===== config.mk =====
export PLATFORM = sky130hd
export DESIGN_NAME = rom_scan
export DESIGN_NICKNAME = d
export VERILOG_FILES = /design/src/rtl/rom_scan_pkg.sv /design/src/rtl/scan_match_acc.sv /design/src/rtl/rom_scan.sv
export SDC_FILE = /design/constraint.sdc
export NUM_CORES = 1
export LEC_CHECK = 0
export BUFFER_PORTS_ARGS = -buffer_cell sky130_fd_sc_hd__buf_2
export CORE_AREA = 3 3 69 71
export CTS_CLUSTER_DIAMETER = 50
export DETAILED_ROUTE_END_ITERATION = 7
export DIE_AREA = 0 0 72 74
export HOLD_SLACK_MARGIN = 0.05
export PLACE_DENSITY = 0.92
export RECOVER_POWER = 100
export SKIP_CTS_REPAIR_TIMING = 1
export SLEW_MARGIN = 20
export SYNTH_ARGS = -nofsm -noshare
export SYNTH_HDL_FRONTEND = slang
export SYNTH_SLANG_ARGS = --single-unit

===== constraint.sdc =====
create_clock -name clk -period 2.7 [get_ports clk]
set_clock_uncertainty 0.1 [all_clocks]
set_input_delay 0.27 -clock clk [delete_from_list [all_inputs] [get_ports clk]]
set_output_delay 0.27 -clock clk [all_outputs]
set_load 0.05 [all_outputs]

===== src/rtl/rom_scan_pkg.sv =====
// Shared definitions for the ROM scanner: state encoding, default geometry and
// the compare-pipeline depth that matches the registered ROM read.
package rom_scan_pkg;

  localparam int unsigned DEFAULT_DEPTH = 200;
  localparam int unsigned DEFAULT_AW    = 8;
  localparam int unsigned DEFAULT_DW    = 8;

  // One stage for the address register, one for the ROM output register.
  localparam int unsigned PIPE_LAT = 2;

  localparam logic [1:0] ST_IDLE  = 2'd0;
  localparam logic [1:0] ST_SCAN  = 2'd1;
  localparam logic [1:0] ST_DRAIN = 2'd2;
  localparam logic [1:0] ST_DONE  = 2'd3;

  typedef enum logic [1:0] {
    StIdle  = ST_IDLE,
    StScan  = ST_SCAN,
    StDrain = ST_DRAIN,
    StDone  = ST_DONE
  } state_e;

endpackage


===== src/rtl/scan_match_acc.sv =====
// Tag pipeline aligned to the ROM read latency plus the match accumulator
// (saturating count, found flag, first/last matching address).
module scan_match_acc
  import rom_scan_pkg::*;
#(
  parameter int unsigned AW = DEFAULT_AW,
  parameter int unsigned DW = DEFAULT_DW
) (
  input  logic          clk,
  input  logic          reset,
  input  logic          clear,
  input  logic          tag_valid,
  input  logic [AW-1:0] tag_addr,
  input  logic [DW-1:0] rom_data,
  input  logic [DW-1:0] key,
  output logic          found,
  output logic [7:0]    match_count,
  output logic [AW-1:0] first_addr,
  output logic [AW-1:0] last_addr
);

  logic [PIPE_LAT-1:0] vld_q;
  logic [AW-1:0]       tag_addr_q [PIPE_LAT];

  logic          found_q, found_d;
  logic [7:0]    count_q, count_d;
  logic [AW-1:0] first_q, first_d;
  logic [AW-1:0] last_q, last_d;
  logic          hit;

  assign hit = vld_q[PIPE_LAT-1] && (rom_data == key);

  always_comb begin
    found_d = found_q;
    count_d = count_q;
    first_d = first_q;
    last_d  = last_q;
    if (clear) begin
      found_d = 1'b0;
      count_d = '0;
      first_d = '0;
      last_d  = '0;
    end else if (hit) begin
      if (count_q != 8'hff) begin
        count_d = count_q + 8'd1;
      end
      found_d = 1'b1;
      last_d  = tag_addr_q[PIPE_LAT-1];
      if (!found_q) begin
        first_d = tag_addr_q[PIPE_LAT-1];
      end
    end
  end

  always_ff @(posedge clk) begin
    if (reset) begin
      vld_q   <= '0;
      for (int i = 0; i < PIPE_LAT; i++) begin
        tag_addr_q[i] <= '0;
      end
      found_q <= 1'b0;
      count_q <= '0;
      first_q <= '0;
      last_q  <= '0;
    end else begin
      vld_q         <= {vld_q[PIPE_LAT-2:0], tag_valid};
      tag_addr_q[0] <= tag_addr;
      for (int i = 1; i < PIPE_LAT; i++) begin
        tag_addr_q[i] <= tag_addr_q[i-1];
      end
      found_q <= found_d;
      count_q <= count_d;
      first_q <= first_d;
      last_q  <= last_d;
    end
  end

  assign found       = found_q;
  assign match_count = count_q;
  assign first_addr  = first_q;
  assign last_addr   = last_q;

endmodule


===== src/rtl/rom_scan.sv =====
// Hardware sweep of a registered lookup ROM against a latched key.
// Optional completion interrupt is enabled by defining ROM_SCAN_IRQ_EN.
module rom_scan
  import rom_scan_pkg::*;
#(
  parameter int unsigned DEPTH = DEFAULT_DEPTH,
  parameter int unsigned AW    = DEFAULT_AW,
  parameter int unsigned DW    = DEFAULT_DW
) (
  input  logic          clk,
  input  logic          reset,
`ifdef ROM_SCAN_IRQ_EN
  output logic          interrupt,
  input  logic          interrupt_ack,
`endif
  input  logic          start,
  input  logic [DW-1:0] key,
  output logic [AW-1:0] rom_addr,
  input  logic [DW-1:0] rom_data,
  output logic          busy,
  output logic          done,
  output logic          found,
  output logic [7:0]    match_count,
  output logic [AW-1:0] first_addr,
  output logic [AW-1:0] last_addr
);

  localparam logic [AW-1:0] LastAddr = AW'(DEPTH - 1);

  state_e        state_q, state_d;
  logic [AW-1:0] addr_q, addr_d;
  logic [DW-1:0] key_q, key_d;
  logic          drain_q, drain_d;
  logic          busy_q, busy_d;
  logic          done_q, done_d;
  logic          accept;
  logic          tag_valid;

  always_comb begin
    state_d   = state_q;
    addr_d    = addr_q;
    key_d     = key_q;
    drain_d   = drain_q;
    busy_d    = busy_q;
    done_d    = done_q;
    accept    = 1'b0;
    tag_valid = 1'b0;
    unique case (state_q)
      StIdle, StDone: begin
        if (start) begin
          accept    = 1'b1;
          key_d     = key;
          addr_d    = '0;
          busy_d    = 1'b1;
          done_d    = 1'b0;
          drain_d   = 1'b0;
          tag_valid = 1'b1;
          // A single-word ROM has already issued its only address.
          state_d   = (LastAddr == '0) ? StDrain : StScan;
        end
      end
      StScan: begin
        addr_d    = addr_q + AW'(1);
        tag_valid = 1'b1;
        drain_d   = 1'b0;
        if (addr_d == LastAddr) begin
          state_d = StDrain;
        end
      end
      StDrain: begin
        if (drain_q) begin
          state_d = StDone;
          busy_d  = 1'b0;
          done_d  = 1'b1;
        end else begin
          drain_d = 1'b1;
        end
      end
      default: state_d = StIdle;
    endcase
  end

  always_ff @(posedge clk) begin
    if (reset) begin
      state_q <= StIdle;
      addr_q  <= '0;
      key_q   <= '0;
      drain_q <= 1'b0;
      busy_q  <= 1'b0;
      done_q  <= 1'b0;
    end else begin
      state_q <= state_d;
      addr_q  <= addr_d;
      key_q   <= key_d;
      drain_q <= drain_d;
      busy_q  <= busy_d;
      done_q  <= done_d;
    end
  end

  scan_match_acc #(
    .AW (AW),
    .DW (DW)
  ) u_acc (
    .clk         (clk),
    .reset       (reset),
    .clear       (accept),
    .tag_valid   (tag_valid),
    .tag_addr    (addr_d),
    .rom_data    (rom_data),
    .key         (key_q),
    .found       (found),
    .match_count (match_count),
    .first_addr  (first_addr),
    .last_addr   (last_addr)
  );

`ifdef ROM_SCAN_IRQ_EN
  logic irq_q;

  always_ff @(posedge clk) begin
    if (reset) begin
      irq_q <= 1'b0;
    end else if (accept) begin
      irq_q <= 1'b0;
    end else if (done_d && !done_q) begin
      irq_q <= 1'b1;
    end else if (interrupt_ack) begin
      irq_q <= 1'b0;
    end
  end

  assign interrupt = irq_q;
`endif

  assign rom_addr = addr_q;
  assign busy     = busy_q;
  assign done     = done_q;

endmodule


==> results.py <==
metrics = {
    "synthesis": {
        "ys_seq_area_share_pct": 46.7,
        "yosysWarnings": 0,
        "syn_nets": 306,
        "synth-seq-cells": 56,
        "synthCells": 281,
        "syn_area_per_cell_um2": 8.54,
        "synth_cell_type_count": 40,
        "syn_area_um2": 2400,
    },
    "global_routing": {
        "grt_pass1_vias": 1871,
        "overflow": 0,
        "track_usage_pct": 18.8,
        "grt_max_degree": 27,
        "antenna_found_initial": 0,
        "grt_pass1_wl_mm": 8.03,
    },
    "routing": {
        "num_vias": 2072,
        "remaining_drc_errors": 0,
        "wl_per_cell_um": 13.3,
        "first_pass_iters": 4,
        "wl_mm": 5.03,
        "detail_route.vias_per_cell": 5.50,
        "ant_nets": 0,
        "drt_iter0_markers": 143,
    },
    "clocking": {
        "cts_inserted_buffers": 5,
        "path_clk_slew_ns": 0.09,
        "clock_sinks": 56,
        "cts_tree": "built",
        "root_buffer": "clkbuf_8",
        "htreeDepth": 2,
        "clk_latency_ns": 0.31,
        "cts_max_path_buffers": 2,
    },
    "critical_path": {
        "reg2reg_from": "key_q[7]",
        "crit_path_start_kind": "register",
        "reg2reg_slack_ns": 0.45,
        "endpoint_kind": "register",
        "timing.rr.end": "u_acc.match_count[3]",
        "cp.arrival_ns": 2.39,
        "crit_type": "reg2reg",
        "crit_required_ns": 2.84,
        "r2r_cells": 5,
        "critPathLaunch": "key_q[7]",
        "endpoint": "u_acc.match_count[3]",
        "worstPathMaxFanout": 22,
    },
    "die": {
        "die_area_um2": 5330,
        "fp-row-count": 24,
        "coreArea_um2": 4290,
        "ios": 54,
        "die_width_um": 72,
        "start_util_pct": 55.9,
        "fp.dieH_um": 74,
    },
    "hold_path": {
        "hold_path_class": "in2reg",
        "holdPathStages": 3,
    },
    "cells_and_area": {
        "layout.nets": 349,
        "n_antenna_cell": 0,
        "final_cell_mix": "dfxtp_1 (56), nand2_1 (51), clkbuf_1 (38), a21oi_1 (31), o21ai_0 (20)",
        "area_growth_pct": 12.1,
        "layout_commonest_cell": "dfxtp_1",
        "layout-drive-gt1-share_pct": 9.23,
        "finalNonFillerCells": 377,
    },
    "power_and_ir_drop": {
        "peakVddDrop_v": 0.000353,
        "power.density_nw_per_um2": 732,
        "p_total_uw": 1970,
        "leakage_uw": 0.000952,
    },
    "flow_run": {
        "cap_violations": 0,
    },
    "place": {
        "gp_congestion": 0.829,
        "place_inst": 369,
        "pre_cts_slack_ns": 0.596,
        "post-dp-hpwl_mm": 3.60,
        "port_buffers": 53,
    },
    "timing": {
        "period_share_pct": 83.3,
        "fin_setup_tns_ns": 0,
        "fin_hold_ws_ns": 0.0954,
        "final.min_clock_period_ns": 2.25,
        "maxSlewViolCount": 0,
        "finalHoldViolCount": 0,
        "clock.fmax_mhz": 445,
        "max_slew.worst_pin.slew_ns": 1.16,
        "rsz0062_at_grt": "no",
        "finalSetupViolations": 0,
        "maxSlewHeadroom_pct": 22.2,
        "setup_slack_ns": 0.452,
    },
    "outcome": {
        "status": "completed",
    },
}
[worst min path at each step]
stage | startpoint | end | slack [ns]
finish | key[7] | key_q[7] | 0.1
global route | key[1] | key_q[1] | 0.09
CTS | key[0] | key_q[0] | 0.09
detailed placement | u_acc.vld_q[0] | u_acc.vld_q[1] | 0.32
global placement | u_acc.vld_q[0] | u_acc.vld_q[1] | 0.32
floorplan | key[0] | key_q[0] | 0.31
[through the flow]
| step | utilization (%) | cell area [um2] |
|---|---|---|
| 6_report | 62.7 | 2690 |
| 4_1_cts | 64.1 | 2750 |
| 5_1_grt | 62.7 | 2690 |
| 2_1_floorplan | - | 2400 |
| 3_5_place_dp | 61.6 | 2640 |
| 3_3_place_gp | 61.6 | 2640 |
[worst max-delay path, cell delays in order (launching register included)]
cell and delay [ns]:
dfxtp_1 0.33, xnor2_1 0.19, nand4_2 0.20, or3_1 0.63, or4_1 0.59, a21oi_1 0.15
[cells in the mapped netlist (all sizes together)]
| cell | count | area, um2 |
|---|---|---|
| xor2 | 1 | 8.76 |
| buf | 10 | 68.8 |
| o21ai | 20 | 100 |
| a211oi | 5 | 37.5 |
| a21boi | 1 | 7.51 |
| o41ai | 2 | 17.5 |
| xnor2 | 11 | 96.3 |
| ha | 6 | 75.1 |
| nor2b | 11 | 68.8 |
| a31o | 2 | 17.5 |
| nand4 | 3 | 25.0 |
| a21oi | 31 | 155 |
| or3 | 1 | 11.3 |
| a211o | 1 | 8.76 |
| a21o | 1 | 7.51 |
| o31ai | 4 | 30.0 |
| nor3 | 5 | 30.0 |
| and2 | 2 | 12.5 |
| clkbuf | 9 | 33.8 |
| nor4 | 2 | 27.5 |
| a311oi | 1 | 8.76 |
| and3 | 5 | 31.3 |
| and4b | 1 | 10.0 |
| nand2b | 2 | 12.5 |
| nand3 | 9 | 50.1 |
| o21a | 3 | 22.5 |
| or4b | 1 | 10.0 |
| nor3b | 1 | 7.51 |
| dfxtp | 56 | 1120 |
| inv | 5 | 18.8 |
| nand2 | 51 | 191 |
| or4 | 2 | 15.0 |
| nor2 | 15 | 56.3 |
| a31oi | 1 | 6.26 |
[layer usage]
layer / share of wire [%] / global-route usage [%] / up-vias
met1: 43 / 21.3 / 956
met2: 51 / 35.4 / 60
met4: 1.9 / 7.93 / 0
met3: 4.5 / 2.84 / 9
met5: 0 / 0 / -
li1: - / - / 1047
[power by group]
part,leakage [uW],internal (uW),switching (uW),total (uW)
Clock,0.0000552,276,258,534
Combinational,0.000443,154,318,472
Sequential,0.000454,904,60.8,964
[area by class of cell]
type | count | area [um2]
Inverter | 5 | 18.8
Sequential cell | 56 | 1120
Tap cell | 52 | 65.1
Fill cell | 363 | 1600
Multi-Input combinational cell | 201 | 1150
Clock buffer | 6 | 72.6
Clock inverter | 2 | 35.0
Timing Repair Buffer | 55 | 231
[logic make-up (layout without fill, tap and decap cells)]
family | Yosys count | count (layout) | share of synthesized area [%]
and+or+nand+nor | 111 | 111 | 23.3
DFF | 56 | 56 | 46.7
AOI/OAI and AO/OA | 72 | 72 | 17.5
adders and majority gates | 6 | 6 | 3.13
buffers and inverters | 24 | 68 | 5.05
xor gates and xnor gates | 12 | 12 | 4.38
(Power assumes the default switching activity.)
